File: config.mk
export PLATFORM = sky130hd
export DESIGN_NAME = alu_control_seq
export DESIGN_NICKNAME = d
export VERILOG_FILES = /design/src/rtl/alu_control_seq.sv
export SDC_FILE = /design/constraint.sdc
export NUM_CORES = 1
export LEC_CHECK = 0
export BUFFER_PORTS_ARGS = -buffer_cell sky130_fd_sc_hd__buf_2
export CAP_MARGIN = 10
export CORE_AREA = 5 5 53 55
export CTS_CLUSTER_DIAMETER = 50
export DETAILED_ROUTE_END_ITERATION = 10
export DIE_AREA = 0 0 58 60
export SYNTH_ARGS = -nofsm -noshare
export SYNTH_HDL_FRONTEND = slang
export SYNTH_SLANG_ARGS = --single-unit
File: constraint.sdc
create_clock -name clk -period 1.9 [get_ports clk]
set_clock_uncertainty 0.1 [all_clocks]
set_input_delay 0.38 -clock clk [delete_from_list [all_inputs] [get_ports clk]]
set_output_delay 0.38 -clock clk [all_outputs]
set_load 0.05 [all_outputs]
File: src/rtl/alu_control_seq.sv
// ALU control decoder with registered output and multi-cycle MULT/MULTU sequencing.
// Optional macro ALU_ILLEGAL_TRAP_EN: undecodable requests pulse illegal instead of op_valid.
module alu_control_seq #(
    parameter int OP_WIDTH      = 3,
    parameter int FUNCT_WIDTH   = 6,
    parameter int OPER_WIDTH    = 4,
    parameter int MULDIV_CYCLES = 32
) (
    input  logic                   clk,
    input  logic                   reset,
    input  logic                   valid_in,
    output logic                   ready_out,
    input  logic [OP_WIDTH-1:0]    alu_op,
    input  logic [FUNCT_WIDTH-1:0] funct,
    output logic [OPER_WIDTH-1:0]  alu_operation,
    output logic                   op_valid,
    output logic                   muldiv_start,
    output logic                   stall,
    output logic                   hilo_we,
    output logic                   illegal
);

    localparam int CNT_W = (MULDIV_CYCLES > 1) ? $clog2(MULDIV_CYCLES) : 1;

    localparam logic [OP_WIDTH-1:0] OP_ANDI  = OP_WIDTH'(3'b000);
    localparam logic [OP_WIDTH-1:0] OP_ORI   = OP_WIDTH'(3'b001);
    localparam logic [OP_WIDTH-1:0] OP_ADDI  = OP_WIDTH'(3'b100);
    localparam logic [OP_WIDTH-1:0] OP_LUI   = OP_WIDTH'(3'b101);
    localparam logic [OP_WIDTH-1:0] OP_BR    = OP_WIDTH'(3'b110);
    localparam logic [OP_WIDTH-1:0] OP_RTYPE = OP_WIDTH'(3'b111);

    localparam logic [FUNCT_WIDTH-1:0] F_AND   = FUNCT_WIDTH'(6'b100100);
    localparam logic [FUNCT_WIDTH-1:0] F_OR    = FUNCT_WIDTH'(6'b100101);
    localparam logic [FUNCT_WIDTH-1:0] F_NOR   = FUNCT_WIDTH'(6'b100111);
    localparam logic [FUNCT_WIDTH-1:0] F_ADD   = FUNCT_WIDTH'(6'b100000);
    localparam logic [FUNCT_WIDTH-1:0] F_SUB   = FUNCT_WIDTH'(6'b100010);
    localparam logic [FUNCT_WIDTH-1:0] F_SLL   = FUNCT_WIDTH'(6'b000000);
    localparam logic [FUNCT_WIDTH-1:0] F_SRL   = FUNCT_WIDTH'(6'b000010);
    localparam logic [FUNCT_WIDTH-1:0] F_SLT   = FUNCT_WIDTH'(6'b101010);
    localparam logic [FUNCT_WIDTH-1:0] F_MULT  = FUNCT_WIDTH'(6'b011000);
    localparam logic [FUNCT_WIDTH-1:0] F_MULTU = FUNCT_WIDTH'(6'b011001);

    localparam logic [OPER_WIDTH-1:0] OPER_ILLEGAL = OPER_WIDTH'(4'b1001);

    typedef enum logic [1:0] {IDLE, ISSUE, BUSY} state_t;

    state_t                 state_q, state_d;
    logic [OPER_WIDTH-1:0]  oper_q, oper_d;
    logic                   mul_q, mul_d;
    logic [CNT_W-1:0]       cnt_q, cnt_d;
    logic [OPER_WIDTH-1:0]  dec_op;
    logic                   dec_mul;
    logic                   accept;

    always_comb begin
        dec_op  = OPER_ILLEGAL;
        dec_mul = 1'b0;
        case (alu_op)
            OP_ANDI: dec_op = OPER_WIDTH'(4'b0000);
            OP_ORI:  dec_op = OPER_WIDTH'(4'b0001);
            OP_ADDI: dec_op = OPER_WIDTH'(4'b0011);
            OP_LUI:  dec_op = OPER_WIDTH'(4'b0101);
            OP_BR:   dec_op = OPER_WIDTH'(4'b0100);
            OP_RTYPE: begin
                case (funct)
                    F_AND:   dec_op = OPER_WIDTH'(4'b0000);
                    F_OR:    dec_op = OPER_WIDTH'(4'b0001);
                    F_NOR:   dec_op = OPER_WIDTH'(4'b0010);
                    F_ADD:   dec_op = OPER_WIDTH'(4'b0011);
                    F_SUB:   dec_op = OPER_WIDTH'(4'b0100);
                    F_SLL:   dec_op = OPER_WIDTH'(4'b0110);
                    F_SRL:   dec_op = OPER_WIDTH'(4'b0111);
                    F_SLT:   dec_op = OPER_WIDTH'(4'b1000);
                    F_MULT:  begin dec_op = OPER_WIDTH'(4'b1010); dec_mul = 1'b1; end
                    F_MULTU: begin dec_op = OPER_WIDTH'(4'b1011); dec_mul = 1'b1; end
                    default: dec_op = OPER_ILLEGAL;
                endcase
            end
            default: dec_op = OPER_ILLEGAL;
        endcase
    end

`ifdef ALU_ILLEGAL_TRAP_EN
    // 1001 is produced only by undecodable requests, so it doubles as the illegal flag.
    logic dec_bad;
    logic ill_q, ill_d;
    assign dec_bad = (dec_op == OPER_ILLEGAL);
`endif

    assign accept = valid_in && ready_out;

    always_ff @(posedge clk or posedge reset) begin
        if (reset) begin
            state_q <= IDLE;
            oper_q  <= OPER_ILLEGAL;
            mul_q   <= 1'b0;
            cnt_q   <= '0;
`ifdef ALU_ILLEGAL_TRAP_EN
            ill_q   <= 1'b0;
`endif
        end else begin
            state_q <= state_d;
            oper_q  <= oper_d;
            mul_q   <= mul_d;
            cnt_q   <= cnt_d;
`ifdef ALU_ILLEGAL_TRAP_EN
            ill_q   <= ill_d;
`endif
        end
    end

    always_comb begin
        state_d = state_q;
        oper_d  = oper_q;
        mul_d   = mul_q;
        cnt_d   = cnt_q;
`ifdef ALU_ILLEGAL_TRAP_EN
        ill_d   = ill_q;
`endif
        case (state_q)
            IDLE, ISSUE: begin
                if (state_q == ISSUE && mul_q) begin
                    state_d = BUSY;
                    cnt_d   = CNT_W'(MULDIV_CYCLES - 1);
                end else if (accept) begin
                    state_d = ISSUE;
                    oper_d  = dec_op;
                    mul_d   = dec_mul;
`ifdef ALU_ILLEGAL_TRAP_EN
                    ill_d   = dec_bad;
`endif
                end else begin
                    state_d = IDLE;
                end
            end
            BUSY: begin
                if (cnt_q == '0) begin
                    state_d = IDLE;
                end else begin
                    cnt_d = cnt_q - CNT_W'(1);
                end
            end
            default: state_d = IDLE;
        endcase
    end

    always_comb begin
        ready_out    = (state_q == IDLE) || (state_q == ISSUE && !mul_q);
        muldiv_start = (state_q == ISSUE) && mul_q;
        stall        = ((state_q == ISSUE) && mul_q) || (state_q == BUSY);
        hilo_we      = (state_q == BUSY) && (cnt_q == '0);
`ifdef ALU_ILLEGAL_TRAP_EN
        op_valid     = ((state_q == ISSUE) && !mul_q && !ill_q) || hilo_we;
        illegal      = (state_q == ISSUE) && ill_q;
`else
        op_valid     = ((state_q == ISSUE) && !mul_q) || hilo_we;
        illegal      = 1'b0;
`endif
    end

    assign alu_operation = oper_q;

endmodule

Word-level counts from Yosys, hierarchy flattened
Cells that the tools add are included.
Storage, ports and cells
  register bits: 12
  input port bits: 12
  output and inout port bits: 10
  word-level logic and storage cells: 53
Operators by class
  add/subtract/negate cells: 1
  equality and inequality tests: 19
  muxes and demuxes: 11
  bitwise gates (word level): 1
  reduce and logical (&&, ||, !) cells: 17
Operators by type and width (number)
  case mux 4 bit (10 select lines): 1
  equality test 6 bit (second input constant): 6
  case mux 4 bit (6 select lines): 1
  equality test 3 bit (second input constant): 4
  equality test 6 x 5 -> 1 bit (second input constant): 2
  2-to-1 mux 5 bit: 2
  case mux 5 bit (2 select lines): 1
  equality test 6 x 2 -> 1 bit (second input constant): 1
  zero test 6 bit: 1
  != test 2 bit (second input constant): 3
  AND reduction 3 bit: 2
  zero test 5 bit: 1
  subtractor 5 x 1 -> 5 bit (second input constant): 1
  logical AND 1 bit: 4
  2-to-1 mux 2 bit: 2
  case mux 2 bit (2 select lines): 1
  OR reduction 2 bit: 2
  equality test 3 x 1 -> 1 bit (second input constant): 1
  zero test 3 bit: 1
  logical OR 1 bit: 3
  2-to-1 mux 1 bit: 3
  equality test 2 x 1 -> 1 bit (second input constant): 1
  equality test 2 bit (second input constant): 1
  zero test 2 bit: 1
  3 further kinds: 3

Logic depth before layout (Yosys ltp)
  depth in word-level cells: 7
  depth in mapped cells: 7

Least setup slack after synthesis
OpenSTA, ideal clock, no wires.
  path type: register to output
  from: register cnt_q[0]
  to: output port op_valid
  arrival: 1.965 ns
  setup slack: -0.545 ns
  cell stages (with the launch flop): 6
  cell sequence: dfrtp_1 -> inv_1 -> ha_1 -> or4b_1 -> buf_6 -> o22ai_1
Between the ends
  longest elaborated chain between the ends: 3
RTL lines
  start: declaration: RTL line 50  | logic [CNT_W-1:0] cnt_q, cnt_d;
  start signal: assignment: RTL line 105  | cnt_q <= cnt_d;
  zero test 5 bit: RTL line 151  | hilo_we = (state_q == BUSY) && (cnt_q == '0);
  logical AND 1 bit: RTL line 151
  logical OR 1 bit: RTL line 156  | op_valid = ((state_q == ISSUE) && !mul_q) || hilo_we;
  end: declaration: RTL line 16  | output logic op_valid,
No other way between the ends.

Final worst setup path
Same ends and word-level chain as after synthesis.

==> summary.md <==
| Metric | Value |
|---|---|
| Critical Setup Path Class | `flip-flop to output port` |
| H-tree levels | `1` |
| RSZ-0062 raised after global routing | `yes` |
| Final setup fails | `2` |
| Register area share after synthesis | `35.1%` |
| Synth-to-layout area growth | `28.3%` |
| Area share of the largest cell type after synthesis | `29.0%` |
| Lkg Pwr | `0.531 nW` |
| Overflow after GRT | `0` |
| Routed vias/inst | `5.03` |
| M1 GR Usage | `14.7%` |
| Critical Path End Type | `output port` |
| Routability cong. | `0.807` |
| Number of distinct library cells after synthesis | `47` |
| DPL Wire Length | `1.53 mm` |
| R2R Setup Slk | `0.05 ns` |
| TritonCTS buffer count | `3` |
| Asr flop ratio synth | `100%` |
| Utilization after layout | `47.2%` |
| Wire length per cell | `12.3 µm` |
| Die Y | `60 µm` |
| Number of synthesized flops with an enable pin | `0` |
| Core area | `2340 µm²` |
| Syn avg cell area | `8.62 µm²` |
| Layout fillers | `259` |
| Setup slack after layout | `-0.281 ns` |
| Syn Inst Count | `100` |
| Initial antenna violation count | `0` |
| Synthesized flop and latch total | `12` |
| Global-route usage over all layers | `12.7%` |
| Combinational Power Share | `27.9%` |
| Slew Viols, Final | `0` |
| Crit path DAT | `1.70 ns` |
| P_int | `0.428 mW` |
| NumNets Final | `143` |
| Max Cap Viol | `0` |
| Via count | `795` |
| CTS hold repair buffers | `0` |
| Max Freq | `0.459 GHz` |
| TritonCTS clock tree | `done` |
| Share of cells above drive strength 1 | `37.5%` |
| Max IR drop VDD | `0.000223 V` |
| Max clock buf depth | `2` |
| Type of origin of the critical path | `flip-flop` |
| Synth Net Count | `114` |
| Crit path max fanout | `3` |
| Reg clk slew, reported paths | `0.07 ns` |
| Largest net degree at the start of global routing | `13` |
| Root Buffer | `clkbuf_4` |
| 1st-iter DRT viols | `7` |
| Share of total power in the clock network | `25.3%` |
| Met2 global-route usage | `22.6%` |
| Most common flop cell mapped by yosys | `dfrtp_1` |
| Required time of the critical path | `1.42 ns` |
| Violated checks | `negative setup slack` |
| # IOs | `22` |
| Diode count | `0` |
| Final Hold Vio Count | `0` |
| Cell total after placement | `152` |
| Synth area leader | `dfrtp_1` |
| Status | `finished, violations left` |
| FP Rows | `18` |
| DRT Pass-1 Iters | `4` |
| Vias in the first global route | `845` |
| Dominant cells by area after synthesis | `dfrtp_1, dfstp_2, nand2_1` |
| Min Tclk post-route | `2.18 ns` |
| Die area | `3480 µm²` |
| Total Wirelength | `1.95 mm` |
| Worst-Skew Late Latency | `0.26 ns` |
| Die X | `58 µm` |
| Net Sw Frac | `31.0%` |
| GR peak layer | `met2` |
| CTS Sinks | `12` |
| DRC viols | `0` |
| Seq pwr share | `46.7%` |
| Final period util | `115%` |
| Post-Syn Area | `862 µm²` |
| Met3 global-route usage | `1.51%` |
| Post-DRT Antenna Nets | `0` |
| NetSw | `0.192 mW` |
| Syn. warnings | `0` |
| Starting density of the core | `36.8%` |
| P per Cell Area | `561 nW/µm²` |
| First-pass GRT wire length | `3.46 mm` |
| I/O Buffers | `20` |
| Worst Hold Class | `input port to async pin` |
| Non-Filler Instances | `158` |
cell usage in the layout, fill, tap and decap left out, types with 2 or more instances in the layout:
cell type,count
nor3_1,2
o21ai_0,2
inv_1,4
dfrtp_1,8
o2bb2ai_1,2
xor2_1,4
o221ai_1,2
buf_6,2
inv_2,2
or3_1,3
nand2_1,12
nor2_1,6
dfrtp_2,2
nand2b_1,4
buf_4,12
o41ai_1,2
clkbuf_4,3
a31oi_1,3
ha_1,2
dfstp_2,2
nand3_1,2
buf_2,16
nor4b_1,2
critical path, stage by stage (launching register included):
cell and delay, ns:
dfrtp_1 0.39, inv_2 0.06, ha_1 0.14, or4b_4 0.50
o22ai_2 0.17, buf_6 0.18
synthesized netlist by cell type (all sizes together) (2+ instances only):
cell / instances
nand3: 2
dfrtp: 10
or3: 3
dfstp: 2
nor3: 2
a21oi: 2
nand2: 14
nor4b: 2
o2bb2ai: 2
nor2: 7
inv: 6
nand2b: 4
o41ai: 2
o21ai: 3
o221ai: 2
buf: 4
xor2: 4
ha: 2
a31oi: 3
clkbuf: 2
or2: 2
kinds of logic after synthesis:
logic type / share of synthesized area (%)
flip-flops: 35.1
adder cells (fa/ha/maj): 2.90
buffers and inverters: 6.82
AO/OA/AOI/OAI: 19.5
AND/OR/NAND/NOR: 28.3
multiplexers: 2.90
XOR/XNOR: 4.06
other: 0.435
cell type report:
| class | count | area, µm² | area share (%) |
|---|---|---|---|
| multi-input cells | 76 | 522 | 47.2 |
| flip-flops and latches | 12 | 305 | 27.6 |
| repair buffers | 30 | 193 | 17.4 |
| well taps | 30 | 37.5 | 3.39 |
| clock buffers | 4 | 26.3 | 2.38 |
| inverters | 6 | 22.5 | 2.04 |
stage by stage:
| stage | setup WS [ns] | hold WS [ns] | power, mW | TNS (ns) | cell area [µm²] |
|---|---|---|---|---|---|
| 2_1_floorplan | -0.243 | 0.143 | 0.405 | -0.250 | 880 |
| 3_3_place_gp | -0.124 | 0.311 | 0.460 | -0.143 | 1040 |
| 5_1_grt | -0.351 | 0.0445 | 0.671 | -0.684 | 1110 |
| 4_1_cts | -0.280 | 0.0185 | 0.627 | -0.467 | 1100 |
| 6_report | -0.281 | 0.0149 | 0.620 | -0.492 | 1110 |
| 3_5_place_dp | -0.147 | 0.313 | 0.461 | -0.188 | 1040 |
repair_timing:
| item | in CTS | in global routing |
|---|---|---|
| pin swaps | 1 | 1 |
| setup endpoints to repair | 5 | 5 |
| setup buffers | 1 | 1 |
| endpoints found under the hold margin | 0 | 0 |
| resized for setup | 7 | 3 |
per-layer routing:
layer,part of all wire (%),routed length (µm)
met1,45,867
met2,50,977
met3,2.8,54
met4,2.5,48
met5,0,0
power by group through the flow:
stage / Sequential [mW] / Clock [mW] / Combinational (mW)
2_1_floorplan: 0.323 / 0 / 0.0821
3_3_place_gp: 0.294 / 0 / 0.165
3_5_place_dp: 0.295 / 0 / 0.166
4_1_cts: 0.290 / 0.168 / 0.169
5_1_grt: 0.293 / 0.187 / 0.191
6_report: 0.290 / 0.157 / 0.173
flip-flops by register name, summed over array words and instances (netlist names):
signal and cells:
mul_q 1, state_q 2, alu_operation 4, cnt_q 5
path summary, 6_finish.rpt:
kind / from / to / cells past startpoint
setup reg to reg: cnt_q[0]$_DFFE_PP0P_ / cnt_q[0]$_DFFE_PP0P_ / 7
max in group asynchronous: reset / alu_operation[0]$_DFFE_PP1P_ / 2
min in group clk: alu_op[1] / alu_operation[3]$_DFFE_PP1P_ / 3
hold / removal: reset / cnt_q[2]$_DFFE_PP0P_ / 2
hold reg to reg: alu_operation[2]$_DFFE_PP0P_ / alu_operation[2]$_DFFE_PP0P_ / 2
setup / recovery: cnt_q[0]$_DFFE_PP0P_ / op_valid / 5
Power figures use the tool's default switching activity.
